<file path="src/rtl/apb4_pkg.sv">
// Shared constants for the APB4 N-slave bridge: FSM encodings, PPROT fields and a
// constant-evaluable clog2 used to size indices and counters.
package apb4_pkg;

  typedef logic [1:0] state_t;

  localparam state_t ST_IDLE   = 2'd0;
  localparam state_t ST_SETUP  = 2'd1;
  localparam state_t ST_ACCESS = 2'd2;
  localparam state_t ST_RESP   = 2'd3;

  localparam logic [2:0] PPROT_PRIV   = 3'b001;
  localparam logic [2:0] PPROT_NONSEC = 3'b010;
  localparam logic [2:0] PPROT_INSTR  = 3'b100;

  function automatic int clog2(input int value);
    int res;
    res = 0;
    while ((1 << res) < value) res++;
    return res;
  endfunction

endpackage

</file>
<file path="src/rtl/apb4_addr_decode.sv">
// Combinational region decoder: slave i owns [BASE_ADDR + i<<REGION_BITS, +1<<REGION_BITS).
module apb4_addr_decode
  import apb4_pkg::*;
#(
  parameter int                    ADDR_WIDTH  = 32,
  parameter int                    NUM_SLAVES  = 4,
  parameter logic [ADDR_WIDTH-1:0] BASE_ADDR   = '0,
  parameter int                    REGION_BITS = 12,
  localparam int                   IDX_W       = (NUM_SLAVES > 1) ? clog2(NUM_SLAVES) : 1
) (
  input  logic [ADDR_WIDTH-1:0] addr_i,
  output logic                  hit_o,
  output logic [IDX_W-1:0]      idx_o
);

  logic [ADDR_WIDTH-1:0] offset;
  logic [ADDR_WIDTH-1:0] region;

  // Compare the region number rather than an end address so the top of the map cannot overflow.
  always_comb begin
    offset = addr_i - BASE_ADDR;
    region = offset >> REGION_BITS;
    hit_o  = (addr_i >= BASE_ADDR) && (region < ADDR_WIDTH'(NUM_SLAVES));
    idx_o  = region[IDX_W-1:0];
  end

endmodule

</file>
<file path="src/rtl/apb4_nslave_bridge.sv">
// APB4 requester with built-in N-way decode: one command in flight, SETUP/ACCESS on the
// selected PSEL, and a held response carrying slave, decode or timeout error causes.
module apb4_nslave_bridge
  import apb4_pkg::*;
#(
  parameter int                    DATA_WIDTH  = 32,
  parameter int                    ADDR_WIDTH  = 32,
  parameter int                    NUM_SLAVES  = 4,
  parameter logic [ADDR_WIDTH-1:0] BASE_ADDR   = '0,
  parameter int                    REGION_BITS = 12,
  parameter int                    TIMEOUT     = 256,
  localparam int                   STRB_WIDTH  = DATA_WIDTH / 8,
  localparam int                   IDX_W       = (NUM_SLAVES > 1) ? clog2(NUM_SLAVES) : 1,
  localparam int                   TO_W_RAW    = clog2(TIMEOUT + 1),
  localparam int                   TO_W        = (TO_W_RAW > 0) ? TO_W_RAW : 1
) (
  input  logic                             PCLK,
  input  logic                             PRESETn,
  input  logic                             CMD_VALID,
  output logic                             CMD_READY,
  input  logic                             CMD_WRITE,
  input  logic [ADDR_WIDTH-1:0]            CMD_ADDR,
  input  logic [DATA_WIDTH-1:0]            CMD_WDATA,
  input  logic [STRB_WIDTH-1:0]            CMD_STRB,
  input  logic [2:0]                       CMD_PROT,
  output logic                             RSP_VALID,
  input  logic                             RSP_READY,
  output logic [DATA_WIDTH-1:0]            RSP_RDATA,
  output logic                             RSP_SLVERR,
  output logic                             RSP_DECERR,
  output logic                             RSP_TIMEOUT,
  output logic [ADDR_WIDTH-1:0]            PADDR,
  output logic                             PWRITE,
  output logic [DATA_WIDTH-1:0]            PWDATA,
  output logic [STRB_WIDTH-1:0]            PSTRB,
  output logic [2:0]                       PPROT,
  output logic [NUM_SLAVES-1:0]            PSEL,
  output logic                             PENABLE,
  input  logic [NUM_SLAVES*DATA_WIDTH-1:0] PRDATA,
  input  logic [NUM_SLAVES-1:0]            PREADY,
  input  logic [NUM_SLAVES-1:0]            PSLVERR
);

  localparam logic [TO_W-1:0] TO_LAST = TO_W'((TIMEOUT > 0) ? (TIMEOUT - 1) : 0);

  state_t                  state_q,  state_d;
  logic                    live_q,   live_d;
  logic [ADDR_WIDTH-1:0]   addr_q,   addr_d;
  logic                    write_q,  write_d;
  logic [DATA_WIDTH-1:0]   wdata_q,  wdata_d;
  logic [STRB_WIDTH-1:0]   strb_q,   strb_d;
  logic [2:0]              prot_q,   prot_d;
  logic [IDX_W-1:0]        idx_q,    idx_d;
  logic [TO_W-1:0]         to_cnt_q, to_cnt_d;
  logic [DATA_WIDTH-1:0]   rdata_q,  rdata_d;
  logic                    slverr_q, slverr_d;
  logic                    decerr_q, decerr_d;
  logic                    tout_q,   tout_d;

  logic                    dec_hit;
  logic [IDX_W-1:0]        dec_idx;
  logic                    sel_ready;
  logic                    sel_err;
  logic [DATA_WIDTH-1:0]   sel_rdata;
  logic [NUM_SLAVES-1:0]   psel;

  apb4_addr_decode #(
    .ADDR_WIDTH  (ADDR_WIDTH),
    .NUM_SLAVES  (NUM_SLAVES),
    .BASE_ADDR   (BASE_ADDR),
    .REGION_BITS (REGION_BITS)
  ) u_decode (
    .addr_i (CMD_ADDR),
    .hit_o  (dec_hit),
    .idx_o  (dec_idx)
  );

  assign sel_ready = PREADY[idx_q];
  assign sel_err   = PSLVERR[idx_q];
  assign sel_rdata = PRDATA[idx_q*DATA_WIDTH +: DATA_WIDTH];

  // live_q keeps CMD_READY low while reset is asserted and rises the cycle after release.
  always_comb begin
    state_d  = state_q;
    live_d   = 1'b1;
    addr_d   = addr_q;
    write_d  = write_q;
    wdata_d  = wdata_q;
    strb_d   = strb_q;
    prot_d   = prot_q;
    idx_d    = idx_q;
    to_cnt_d = to_cnt_q;
    rdata_d  = rdata_q;
    slverr_d = slverr_q;
    decerr_d = decerr_q;
    tout_d   = tout_q;
    case (state_q)
      ST_IDLE: begin
        if (CMD_VALID && live_q) begin
          addr_d  = CMD_ADDR;
          write_d = CMD_WRITE;
          wdata_d = CMD_WDATA;
          strb_d  = CMD_STRB;
          prot_d  = CMD_PROT;
          idx_d   = dec_idx;
          if (dec_hit) begin
            state_d = ST_SETUP;
          end else begin
            state_d  = ST_RESP;
            rdata_d  = '0;
            slverr_d = 1'b1;
            decerr_d = 1'b1;
            tout_d   = 1'b0;
          end
        end
      end
      ST_SETUP: begin
        state_d  = ST_ACCESS;
        to_cnt_d = '0;
      end
      ST_ACCESS: begin
        if (sel_ready) begin
          state_d  = ST_RESP;
          rdata_d  = write_q ? '0 : sel_rdata;
          slverr_d = sel_err;
          decerr_d = 1'b0;
          tout_d   = 1'b0;
        end else if ((TIMEOUT != 0) && (to_cnt_q == TO_LAST)) begin
          state_d  = ST_RESP;
          rdata_d  = '0;
          slverr_d = 1'b1;
          decerr_d = 1'b0;
          tout_d   = 1'b1;
        end else begin
          to_cnt_d = to_cnt_q + TO_W'(1);
        end
      end
      default: begin
        if (RSP_READY) state_d = ST_IDLE;
      end
    endcase
  end

  always_comb begin
    psel = '0;
    if ((state_q == ST_SETUP) || (state_q == ST_ACCESS)) psel[idx_q] = 1'b1;
  end

  assign CMD_READY   = live_q && (state_q == ST_IDLE);
  assign RSP_VALID   = (state_q == ST_RESP);
  assign RSP_RDATA   = rdata_q;
  assign RSP_SLVERR  = slverr_q;
  assign RSP_DECERR  = decerr_q;
  assign RSP_TIMEOUT = tout_q;
  assign PADDR       = addr_q;
  assign PWRITE      = write_q;
  assign PWDATA      = wdata_q;
  assign PSTRB       = write_q ? strb_q : '0;
  assign PPROT       = prot_q;
  assign PSEL        = psel;
  assign PENABLE     = (state_q == ST_ACCESS);

  always_ff @(posedge PCLK or negedge PRESETn) begin
    if (!PRESETn) begin
      state_q  <= ST_IDLE;
      live_q   <= 1'b0;
      addr_q   <= '0;
      write_q  <= 1'b0;
      wdata_q  <= '0;
      strb_q   <= '0;
      prot_q   <= '0;
      idx_q    <= '0;
      to_cnt_q <= '0;
      rdata_q  <= '0;
      slverr_q <= 1'b0;
      decerr_q <= 1'b0;
      tout_q   <= 1'b0;
    end else begin
      state_q  <= state_d;
      live_q   <= live_d;
      addr_q   <= addr_d;
      write_q  <= write_d;
      wdata_q  <= wdata_d;
      strb_q   <= strb_d;
      prot_q   <= prot_d;
      idx_q    <= idx_d;
      to_cnt_q <= to_cnt_d;
      rdata_q  <= rdata_d;
      slverr_q <= slverr_d;
      decerr_q <= decerr_d;
      tout_q   <= tout_d;
    end
  end

endmodule
</file>
<file path="config.mk">
export PLATFORM = sky130hd
export DESIGN_NAME = apb4_nslave_bridge
export DESIGN_NICKNAME = d
export VERILOG_FILES = /design/src/rtl/apb4_pkg.sv /design/src/rtl/apb4_addr_decode.sv /design/src/rtl/apb4_nslave_bridge.sv
export SDC_FILE = /design/constraint.sdc
export NUM_CORES = 1
export LEC_CHECK = 0
export CAP_MARGIN = 10
export CORE_AREA = 2 2 126 128
export DETAILED_ROUTE_END_ITERATION = 10
export DIE_AREA = 0 0 128 130
export DONT_BUFFER_PORTS = 1
export HOLD_SLACK_MARGIN = 0.08
export PLACE_DENSITY = 0.56
export SLEW_MARGIN = 25
export SYNTH_ARGS = -nofsm -noshare
export SYNTH_HDL_FRONTEND = slang
export SYNTH_HIERARCHICAL = 1
export SYNTH_SLANG_ARGS = --single-unit
</file>
<file path="constraint.sdc">
create_clock -name PCLK -period 2.4 [get_ports PCLK]
set_clock_uncertainty 0.05 [all_clocks]
set_input_delay 0.48 -clock PCLK [delete_from_list [all_inputs] [get_ports PCLK]]
set_output_delay 0.48 -clock PCLK [all_outputs]
set_load 0.05 [all_outputs]
</file>
==> flow_summary.toml <==
[placement]
gp_congestion = 0.819
dp_hpwl_um = 10900
place_inst = 602
numPortBuffers = 0
place_ws_ns = -0.0390

[floorplan]
core-area_um2 = 15400
num_io_pins = 326
die_area_um2 = 16600
initial_core_util = 0.387
die_w_um = 128
core.rowCount = 46
die_h_um = 130

[synthesis]
synth_cell_type_count = 42
synth_edf_count = 0
synthTopCellsByCount = "dfrtp_1 (121), mux2_2 (110), mux4_2 (34), nor2b_1 (34), clkbuf_1 (19)"
async_reset_ff_frac = 1.00
synth_top_area_frac = 0.507
synthSimpleGateAreaFrac = 0.0878
synth-compound-area-share = 0.0241
yosys.area.top_type = "dfrtp_1"
yosysMostFrequentCell = "dfrtp_1"
netlist_area_um2 = 5970
synth-seq-cells = 121
synth-adder-area-share = 0.0147
synthMuxAreaShare = 0.339
synth_top_family_by_area = "multiplexers"
yosysWarningCount = 6
ys.flop_type = "dfrtp_1"
synthTopCellsByArea = "dfrtp_1 (51%), mux2_2 (21%), mux4_2 (13%)"
synthCells = 419
synth_xor_area_frac = 0
synth_nets = 638
synth_area_per_cell_um2 = 14.2
ys_seq_area_frac = 0.507

[worst_setup_path]
r2r_cells = 10
critPathLaunch = "to_cnt_q[1]"
start_kind = "flip-flop"
reg2reg_from = "to_cnt_q[1]"
cp_max_fo = 8
crit_path_end_kind = "flip-flop"
rrSetupSlack_ns = 0.01
crit_arrival_ns = 2.63
crit_required_ns = 2.64
criticalPathCategory = "reg -> reg"

[route]
routedWlPerCell_um = 24.5
vias_per_cell = 5.78
ant_nets = 0
drt_iter0_drc = 136
vias = 3718
drt_first_pass_iters = 4
wirelength_um = 15700
drc = 0

[global_routing]
grt_max_degree = 122
grt_pass1_vias = 3895
grt_pass1_wl_um = 21600
gr-total-overflow = 0
grt.total_usage = 0.172
antenna_found_initial = 1

[timing]
setup_viol = 0
drv_slew = 0
fmax_mhz = 419
post-route-period-util = 0.995
relSlewSlack = 0.634
whs_ns = -0.285
rsz0062_at_grt = "true"
hold_violations = 121
tightest_slew_ns = 0.549
setup_slack_ns = 0.0109
min_period_ns = 2.39

[cells_and_area]
finalNetCount = 656
area_growth_pct = 21.1
post_layout_nonfiller_instances = 643
drive_gt1_frac = 0.493

[clock_network]
path_clk_slew_ns = 0.06
clockRootBuffer = "clkbuf_16"
clockBufferDepth = 2
cts_tree = "yes"
htree_levels = 4
cts.sinks = 121
numCtsBuffers = 17
clock_latency_ns = 0.40

[power]
leakagePower_nw = 3.09
power.density_nw_per_um2 = 1860
peakVddDrop_v = 0.000903

[min_path]
hold_path.class = "in -> async"

[status]
violations = "hold timing"
status = "complete, but fails checks"

[job]
maxCapViolations = 0
## final timing paths
kind	to
worst max-delay path	RSP_RDATA[22]
worst min-delay path	RSP_RDATA[5]
worst max register to register	RSP_RDATA[22]
worst min register to register	strb_q[3]
max in group asynchronous	RSP_RDATA[30]
min in group PCLK	PADDR[19]
## sequential cells by signal (all words and copies together), names as in the netlist, 2 cells and up
| signal | flops |
|---|---|
| PADDR | 32 |
| RSP_RDATA | 32 |
| PWDATA | 32 |
| PPROT | 3 |
| strb_q | 4 |
| state_q | 2 |
| to_cnt_q | 9 |
| idx_q | 2 |
## metrics by stage
step                      utilization  power, W  cell area, µm²  setup TNS [ns]
after CTS                       0.450    0.0130            6940          -0.106
final                           0.469    0.0134            7230               0
after global placement          0.410    0.0102            6330               0
after global routing            0.469    0.0140            7230           -1.18
after detailed placement        0.410    0.0103            6330         -0.0533
after floorplan                     -   0.00934            6000           -1.51
## power by group
part	internal [W]	switching, W	total, W
Combinational	0.00228	0.00188	0.00416
Clock	0.00161	0.00100	0.00262
Sequential	0.00291	0.00375	0.00665
Total	0.00680	0.00663	0.0134
## cell families (layout without fill, tap and decap cells)
group,after synthesis,count (layout)
and+or+nand+nor,90,90
DFF,121,121
AOI/OAI and AO/OA,18,18
adders and majority gates,7,7
buffers and inverters,36,67
other,1,2
muxes,146,146
## area by class of cell
class | instances | area [µm²]
Antenna cell | 1 | 2.50
Clock buffer | 19 | 453
Clock inverter | 13 | 156
Fill cell | 1370 | 8200
Inverter | 6 | 22.5
Multi-Input combinational cell | 262 | 2970
Sequential cell | 121 | 3030
Tap cell | 192 | 240
Timing Repair Buffer | 29 | 357
## critical path, stage by stage, from the launching register on
cell and delay (ns):
dfrtp_1 0.35, ha_2 0.19, nand3_2 0.08, or2_4 0.26, nor2_4 0.11, ha_4 0.16
nor2b_2 0.05, a22oi_2 0.21, o21a_4 0.29, buf_12 0.18, mux2_2 0.33
## routing by layer
metal | vias up | GRT usage | part of all wire
met1 | 1880 | 0.190 | 0.36
met5 | - | 0 | 0
met3 | 16 | 0.0877 | 0.11
met2 | 235 | 0.287 | 0.51
met4 | 0 | 0.0640 | 0.017
li1 | 1587 | - | -
## layout by cell type, fill, tap and decap left out, types with 3 or more instances in the layout
cell type  count
nor4_1         7
buf_12         6
mux4_2        34
clkbuf_16     20
nor3_1         3
inv_1          5
nor2_1         4
nor2b_1       33
nand3_1        5
or4_1          4
buf_6          3
mux2_4        30
and3_1         3
and2_1         4
a211o_1        3
ha_1           4
nand2_1       12
buf_4         17
mux2_2        80
dfrtp_1      119
inv_6          6
## timing repair
action,4_1_cts,5_1_grt
gates cloned,0,6
buffers inserted,0,2
endpoints found under the hold margin,121,121
endpoints found under the setup margin,29,40
pin swaps,1,6
gates resized for setup,1,42
Note: power is estimated with default switching activity, not from simulation.
